==> src/rtl/ncl_count_reader_if.sv <==
// Ring-side dual-rail handshake plus the synchronous valid/ready word output of ncl_count_reader.
// The master modport is the reader; the slave modport is the ring/monitor side.
interface ncl_count_reader_if #(
  parameter int DIGITS = 32
);
  logic [2*DIGITS-1:0] digits_in;
  logic                digits_comp;
  logic [DIGITS-1:0]   value;
  logic                value_valid;
  logic                out_ready;

  modport master (
    input  digits_in,
    input  out_ready,
    output digits_comp,
    output value,
    output value_valid
  );

  modport slave (
    output digits_in,
    output out_ready,
    input  digits_comp,
    input  value,
    input  value_valid
  );
endinterface

==> src/rtl/ncl_count_reader.sv <==
// Reads NCL counter wavefronts into binary words, checks +1 sequencing and illegal rail codes.
// Pins to value_valid takes SYNC_STAGES+1 edges; the ring is held in DATA until out_ready accepts.
module ncl_count_reader #(
  parameter int DIGITS      = 32,
  parameter int SYNC_STAGES = 2
) (
  input  logic                clk,
  input  logic                init_n,
  ncl_count_reader_if.master  bus,
  output logic                seq_err,
  output logic                rail_err,
  output logic [15:0]         word_count
);

  typedef enum logic [1:0] {
    WAIT_DATA = 2'd0,
    HOLD      = 2'd1,
    WAIT_NULL = 2'd2
  } state_e;

  state_e              state_q, state_d;
  logic [2*DIGITS-1:0] sync_q [SYNC_STAGES];
  logic [2*DIGITS-1:0] sync_d [SYNC_STAGES];
  logic [DIGITS-1:0]   value_q, value_d;
  logic                value_valid_q, value_valid_d;
  logic                digits_comp_q, digits_comp_d;
  logic                have_prev_q, have_prev_d;
  logic                seq_err_q, seq_err_d;
  logic                rail_err_q, rail_err_d;
  logic [15:0]         word_count_q, word_count_d;

  logic [2*DIGITS-1:0] s;
  logic [DIGITS-1:0]   s_word;
  logic                complete;
  logic                all_null;
  logic                any_illegal;

  always_comb begin
    sync_d[0] = bus.digits_in;
    for (int k = 1; k < SYNC_STAGES; k++) begin
      sync_d[k] = sync_q[k-1];
    end
  end

  assign s = sync_q[SYNC_STAGES-1];

  always_comb begin
    complete    = 1'b1;
    all_null    = 1'b1;
    any_illegal = 1'b0;
    s_word      = '0;
    for (int i = 0; i < DIGITS; i++) begin
      if (!s[2*i] && !s[2*i+1]) complete = 1'b0;
      if (s[2*i] || s[2*i+1])   all_null = 1'b0;
      if (s[2*i] && s[2*i+1])   any_illegal = 1'b1;
      s_word[i] = s[2*i+1];
    end
  end

  // value_q doubles as the previous word for the sequence check: it only
  // changes at capture, so between captures it is exactly the last word seen.
  always_comb begin
    state_d       = state_q;
    value_d       = value_q;
    value_valid_d = value_valid_q;
    digits_comp_d = digits_comp_q;
    have_prev_d   = have_prev_q;
    seq_err_d     = seq_err_q;
    rail_err_d    = rail_err_q | any_illegal;
    word_count_d  = word_count_q;
    case (state_q)
      WAIT_DATA: begin
        if (complete && !any_illegal) begin
          if (have_prev_q && (s_word != value_q + DIGITS'(1))) seq_err_d = 1'b1;
          value_d       = s_word;
          value_valid_d = 1'b1;
          have_prev_d   = 1'b1;
          state_d       = HOLD;
        end
      end
      HOLD: begin
        if (bus.out_ready) begin
          value_valid_d = 1'b0;
          digits_comp_d = 1'b1;
          word_count_d  = word_count_q + 16'd1;
          state_d       = WAIT_NULL;
        end
      end
      WAIT_NULL: begin
        if (all_null) begin
          digits_comp_d = 1'b0;
          state_d       = WAIT_DATA;
        end
      end
      default: begin
        state_d = WAIT_DATA;
      end
    endcase
  end

  // digits_comp has its own flop so the ring never sees a decode glitch.
  always_ff @(posedge clk) begin
    if (!init_n) begin
      state_q       <= WAIT_DATA;
      value_q       <= '0;
      value_valid_q <= 1'b0;
      digits_comp_q <= 1'b0;
      have_prev_q   <= 1'b0;
      seq_err_q     <= 1'b0;
      rail_err_q    <= 1'b0;
      word_count_q  <= '0;
      for (int k = 0; k < SYNC_STAGES; k++) begin
        sync_q[k] <= '0;
      end
    end else begin
      state_q       <= state_d;
      value_q       <= value_d;
      value_valid_q <= value_valid_d;
      digits_comp_q <= digits_comp_d;
      have_prev_q   <= have_prev_d;
      seq_err_q     <= seq_err_d;
      rail_err_q    <= rail_err_d;
      word_count_q  <= word_count_d;
      for (int k = 0; k < SYNC_STAGES; k++) begin
        sync_q[k] <= sync_d[k];
      end
    end
  end

  assign bus.value       = value_q;
  assign bus.value_valid = value_valid_q;
  assign bus.digits_comp = digits_comp_q;
  assign seq_err         = seq_err_q;
  assign rail_err        = rail_err_q;
  assign word_count      = word_count_q;

endmodule

==> src/flat_wrapper.sv <==
// flat-port wrapper written by rule: the top's interface ports become plain ports
module ncl_count_reader_flat 
#(
  parameter int DIGITS      = 32,
  parameter int SYNC_STAGES = 2
)
  (clk, init_n, seq_err, rail_err, word_count, bus_digits_in, bus_out_ready, bus_digits_comp, bus_value, bus_value_valid);
  ncl_count_reader_if #(.DIGITS(DIGITS)) bus_i ();
  input  logic clk;
  input  logic init_n;
  output logic seq_err;
  output logic rail_err;
  output logic [15:0] word_count;
  input wire logic [$bits(bus_i.digits_in)-1:0] bus_digits_in;
  input wire logic [$bits(bus_i.out_ready)-1:0] bus_out_ready;
  output wire logic [$bits(bus_i.digits_comp)-1:0] bus_digits_comp;
  output wire logic [$bits(bus_i.value)-1:0] bus_value;
  output wire logic [$bits(bus_i.value_valid)-1:0] bus_value_valid;
  assign bus_i.digits_in = bus_digits_in;
  assign bus_i.out_ready = bus_out_ready;
  assign bus_digits_comp = bus_i.digits_comp;
  assign bus_value = bus_i.value;
  assign bus_value_valid = bus_i.value_valid;
  ncl_count_reader #(.DIGITS(DIGITS), .SYNC_STAGES(SYNC_STAGES)) u_core (.clk(clk), .init_n(init_n), .bus(bus_i), .seq_err(seq_err), .rail_err(rail_err), .word_count(word_count));
endmodule
==> config.mk <==
export PLATFORM = sky130hd
export DESIGN_NAME = ncl_count_reader_flat
export DESIGN_NICKNAME = d
export VERILOG_FILES = /design/src/rtl/ncl_count_reader_if.sv /design/src/rtl/ncl_count_reader.sv /design/src/flat_wrapper.sv
export SDC_FILE = /design/constraint.sdc
export NUM_CORES = 1
export LEC_CHECK = 0
export ABC_AREA = 0
export CAP_MARGIN = 20
export CORE_MARGIN = 2
export CORE_UTILIZATION = 50
export DETAILED_ROUTE_END_ITERATION = 10
export DONT_BUFFER_PORTS = 1
export SYNTH_ARGS = -nofsm -noshare
export SYNTH_HDL_FRONTEND = slang
export SYNTH_SLANG_ARGS = --single-unit
==> constraint.sdc <==
create_clock -name clk -period 4.7 [get_ports clk]
set_clock_uncertainty 0.05 [all_clocks]
set_input_delay 0.94 -clock clk [delete_from_list [all_inputs] [get_ports clk]]
set_output_delay 0.94 -clock clk [all_outputs]
set_load 0.05 [all_outputs]
Word level (Yosys, flattened, before mapping)
Memory sizes are Yosys's and may differ from the RTL's.
Cells that the tools add are included.
{"block": "totals", "regBits": 55, "latchBits": 0, "ram_bits": 128, "rom_bits": 0, "out_inout_bits": 52, "mem_count": 1}
{"memory": "u_core.sync_q", "words": 2, "word_bits": 64, "rd": 2, "rd_clocked_by_memory_dff": 0, "write_ports": 2, "line": "ncl_count_reader.sv:22", "text": "logic [2*DIGITS-1:0] sync_q [SYNC_STAGES];"}
{"block": "classes", "addsub": 2, "mul": 0, "div": 0, "magnitude_cmp": 0, "n_eq_ne": 6, "shift": 0, "n_mux": 110, "n_bitwise": 3, "reduce_logical": 172}
{"cell": "$mux 64", "n": 2}
{"cell": "$mux 1", "n": 102}
{"cell": "$logic_and 1x1->1", "n": 66}
{"cell": "$logic_not 1->1", "n": 65}
{"cell": "$add 32x1->32 const B", "n": 1}
{"cell": "$logic_or 1x1->1", "n": 32}
{"cell": "$ne 32x32->1", "n": 1}
{"cell": "$add 16x1->16 const B", "n": 1}
{"cell": "$reduce_and 3->1", "n": 4}
{"cell": "$mux 2", "n": 3}
{"cell": "$pmux 2 s3", "n": 1}
{"cell": "$ne 2x1->1 const B", "n": 2}
{"cell": "$pmux 1 s2", "n": 2}
{"cell": "$reduce_and 2->1", "n": 2}
{"cell": "$reduce_bool 2->1", "n": 2}
{"cell": "$or 1x1->1", "n": 3}
{"cell": "$eq 2x1->1 const B", "n": 1}
{"cell": "$eq 2x2->1 const B", "n": 1}
{"cell": "$logic_not 2->1", "n": 1}
{"cell": "$ne 2x2->1 const B", "n": 1}

Logic depth before layout (Yosys ltp)
{"block": "logic_depth", "ltp_word": 37, "depth_mapped": 11, "ltp_nobuf": 9}

Worst setup path after synthesis
No wires, ideal clock.
{"block": "synth_path", "path_kind": "reg2reg", "start": "register u_core.value_q[0] (netlist: u_core.bus.value[0])", "end": "register u_core.seq_err_q (netlist: u_core.seq_err)", "arrival_ns": 2.745, "t_required_ns": 4.526, "setup_slack_ns": 1.781, "stages_incl_launch_ff": 10, "n_path_buf": 0, "synth_period_minus_slack_ns": 2.919, "path_cell_list": "dfxtp_1 -> ha_1 -> nand3_2 -> or4_4 -> nor3_2 -> mux2i_1 -> a2111oi_2 -> o2111ai_1 -> nor4_1 -> a21oi_1"}
{"block": "synth_between", "elab_chain_cells": 4}
{"element": "from (decl)", "line": "ncl_count_reader.sv:24", "text": "logic [DIGITS-1:0] value_q, value_d;"}
{"element": "from (signal assigned)", "line": "ncl_count_reader.sv:117", "text": "value_q <= value_d;"}
{"element": "$add 32x1->32", "line": "ncl_count_reader.sv:74", "text": "if (have_prev_q && (s_word != value_q + DIGITS'(1))) seq_err_d = 1'b1;"}
{"element": "$ne 32x32->1", "line": "ncl_count_reader.sv:74"}
{"element": "$logic_and 1x1->1", "line": "ncl_count_reader.sv:74"}
{"element": "$reduce_and 3->1 (no line)"}
{"element": "to (signal assigned)", "line": "ncl_count_reader.sv:121", "text": "seq_err_q <= seq_err_d;"}
{"element": "to (decl)", "line": "ncl_count_reader.sv:28", "text": "logic seq_err_q, seq_err_d;"}
Every way passes these cells.
A chain may end at the register's enable or synchronous reset.

Final worst setup path
Same ends and word-level chain as after synthesis.

==> metrics.cfg <==
[placement]
hpwl_um = 12800
gp_congestion = 0.8801
pre_cts_ws_ps = 1265
dp.cells = 888
portBuffers = 0

[drt]
drt_iter0_drc = 328
vias = 4989
drc = 0
wl_per_cell_um = 18.58
drtPass1Iterations = 5
viasPerCell = 5.423
wl_um = 17090
ant_nets = 0

[clock_network]
clock-root-buffer = clkbuf_16
cts_buffer_depth = 2
h-tree-depth = 4
clk_pin_slew_ps = 70
hold_buffers = 0
cts_resized = 0
post_cts_buffers = 0
cts_sinks = 183
insertion_delay_ps = 430
cts_tree = done
tritoncts.num_buffers = 17

[sta]
layout_setup_ws_ps = 1267
fmax_mhz = 291.3
slew_violations = 0
tns_ps = 0
hold_violations = 0
period_needed_ps = 3433
finalSetupViolCount = 0
worst_slew_pin_slew_ps = 839.9
slew_headroom_pct = 43.93
fin_crit_sh_pct = 73.05
rsz0062_at_grt = no

[critical_path]
r2r_end = u_core.seq_err$_SDFFE_PN0P_
cp-end-kind = flip-flop
criticalPathCategory = reg2reg
arrival_ps = 3690
crit_start = u_core.bus.value[0]$_SDFFE_PN0P_
crit_path_end = u_core.seq_err$_SDFFE_PN0P_
worstSetupStartpointType = flip-flop
crit_fanout = 10
critPathBufInv = 0
timing.rr.start = u_core.bus.value[0]$_SDFFE_PN0P_
cp_slowest_cell = dfxtp_1
max_stage_delay_ps = 770
cp_cell_sequence = ha_1, nand3_2, or4_4, or3_1, xnor2_1, a31oi_1, nand4_1, nor4_1, a21oi_1
cp.required_ps = 4950
rr_worst_depth = 9
path_delay_family = simple AND/OR/NAND/NOR gates
path_depth = 9
r2r_setup_slack_ps = 1270

[global_routing]
grt_pass1_wl_um = 27020
grt.overflow.total = 0
grt_antenna_before_repair = 0
track_usage_pct = 22.38
grt_max_degree = 184
grt_pass1_vias = 5031

[synthesis]
synth_area_per_cell_sq_um = 9.909
synth_fp_nets = 801
yosys_warnings = 0
synth_ff_type = dfxtp_1
ys_types = 57
synth_top_area_share_pct = 50.51
ys_top_cells_by_area = dfxtp_1 (51%), and2_1 (12%), mux2i_1 (4.8%), xnor2_1 (4.5%), nor2b_1 (3.3%)
yosysSeqAreaShare_pct = 50.51
async_flop_share_pct = 0
synth_edf_count = 0
synth_area_sq_mm = 0.007253
postSynthCellCount = 732
yosysTopAreaCell = dfxtp_1
ys_ff_latch = 183

[die]
io_pins = 119
rows = 44
initial_core_util_pct = 50.48
die_x_um = 124.4
core_area_sq_mm = 0.01437
dieArea_sq_mm = 0.01549
dieHeight_um = 124.4

[min_path]
min_path_type = reg2reg

[cells_and_area]
mostFrequentLayoutCell = dfxtp_1
final_cells = 920
nets = 792
diodes = 0
mostFrequentLayoutCells = dfxtp_1 (183), and2_1 (141), nor2_1 (39)
drive_above_1_share_pct = 6.386
post-route-util_pct = 55.65
area_growth_pct = 10.25

[pwr]
p_per_area_mw_per_mm2 = 403.4
p_leak_nw = 2.839
max-vdd-ir-drop_mv = 0.2694
finalPower_w = 0.003226

[flow_run]
max_cap_viol_count = 0

[run_status]
outcome = completed

[worst reg2reg max path, stage by stage, from the launching register on]
cell	delay, ps
dfxtp_1	770
ha_1	410
nand3_2	270
or4_4	570
or3_1	340
xnor2_1	130
a31oi_1	180
nand4_1	140
nor4_1	350
a21oi_1	120
[cell families (layout without fill, tap and decap cells)]
family                   after synthesis  in the layout  share of synthesized area (%)
buffers and inverters                 37             41                          2.346
adder cells (fa/ha/maj)                2              2                         0.3450
AND/OR/NAND/NOR                      354            354                          28.76
AO/OA/AOI/OAI                         67             67                          6.624
multiplexers                          37             37                          5.141
XOR/XNOR                              52             52                          6.279
flip-flops                           183            183                          50.51
[stage by stage]
step                area, sq um  hold slack, ps
detailed placement         7361           366.9
floorplan                  7253           355.7
global route               7996           401.9
CTS                        7996           383.6
finish                     7996           382.2
global placement           7361           365.1
[cell type report]
cell class	instances	area, sq um
clock buffer	17	425.4
clock inverter	15	210.2
fill	1250	6372
inverter	7	26.28
multi-input combinational	512	3426
sequential	183	3664
tap	184	230.2
timing repair buffer	2	15.01
[registers in the layout (all words and copies together) (netlist names)]
name	count
u_core.sync_q	128
u_core.bus.value	32
u_core.word_count	16
u_core.state_q	2
u_core.bus.digits_comp	1
u_core.bus.value_valid	1
u_core.have_prev_q	1
u_core.rail_err	1
u_core.seq_err	1
[synth_stat cells, drive strengths merged, types with 2 or more instances]
cell type	n
clkbuf	22
nor4	20
a21oi	10
nand2	32
nor3	9
a22oi	16
a21boi	5
o21a	3
nor2	39
or4	4
nand3b	3
and2	141
xnor2	37
nand3	11
ha	2
and4	3
o21ai	7
and3	7
nor3b	7
o22ai	4
nor2b	38
nand4	27
inv	7
xor2	15
dfxtp	183
o2111ai	2
mux2i	35
buf	8
o211ai	4
o311ai	3
or3	9
mux2	2
a21o	2
[worst min path at each step]
stage / start / end / slack (ps) / depth (start not counted)
after floorplan: u_core.sync_q[0][4]$_SDFF_PN0_ / u_core.sync_q[0][68]$_SDFF_PN0_ / 360 / 1
final: u_core.sync_q[0][45]$_SDFF_PN0_ / u_core.sync_q[0][109]$_SDFF_PN0_ / 380 / 1
after detailed placement: u_core.sync_q[0][45]$_SDFF_PN0_ / u_core.sync_q[0][109]$_SDFF_PN0_ / 370 / 1
after global placement: u_core.sync_q[0][29]$_SDFF_PN0_ / u_core.sync_q[0][93]$_SDFF_PN0_ / 370 / 1
after CTS: u_core.sync_q[0][45]$_SDFF_PN0_ / u_core.sync_q[0][109]$_SDFF_PN0_ / 380 / 1
after global routing: u_core.sync_q[0][25]$_SDFF_PN0_ / u_core.sync_q[0][89]$_SDFF_PN0_ / 400 / 1
[metal layers]
layer | vias to the layer above | share of wire [%] | routed length [um] | track usage, %
met5 | - | 0 | 0 | 0
met4 | 0 | 3.0 | 520 | 9.782
met3 | 41 | 6.0 | 1028 | 5.670
met2 | 138 | 47 | 7991 | 36.84
met1 | 2317 | 44 | 7554 | 27.80
li1 | 2493 | - | - | -
[power by group]
group / leakage (nW) / switching, W / internal (W) / total [W]
clock: 0.303 / 0.000660 / 0.000819 / 0.00148
combinational: 1.03 / 0.0000428 / 0.0000569 / 0.0000998
sequential: 1.50 / 0.0000447 / 0.00160 / 0.00165
total: 2.84 / 0.000747 / 0.00248 / 0.00323
No activity file was read; power rests on OpenSTA's default activity.
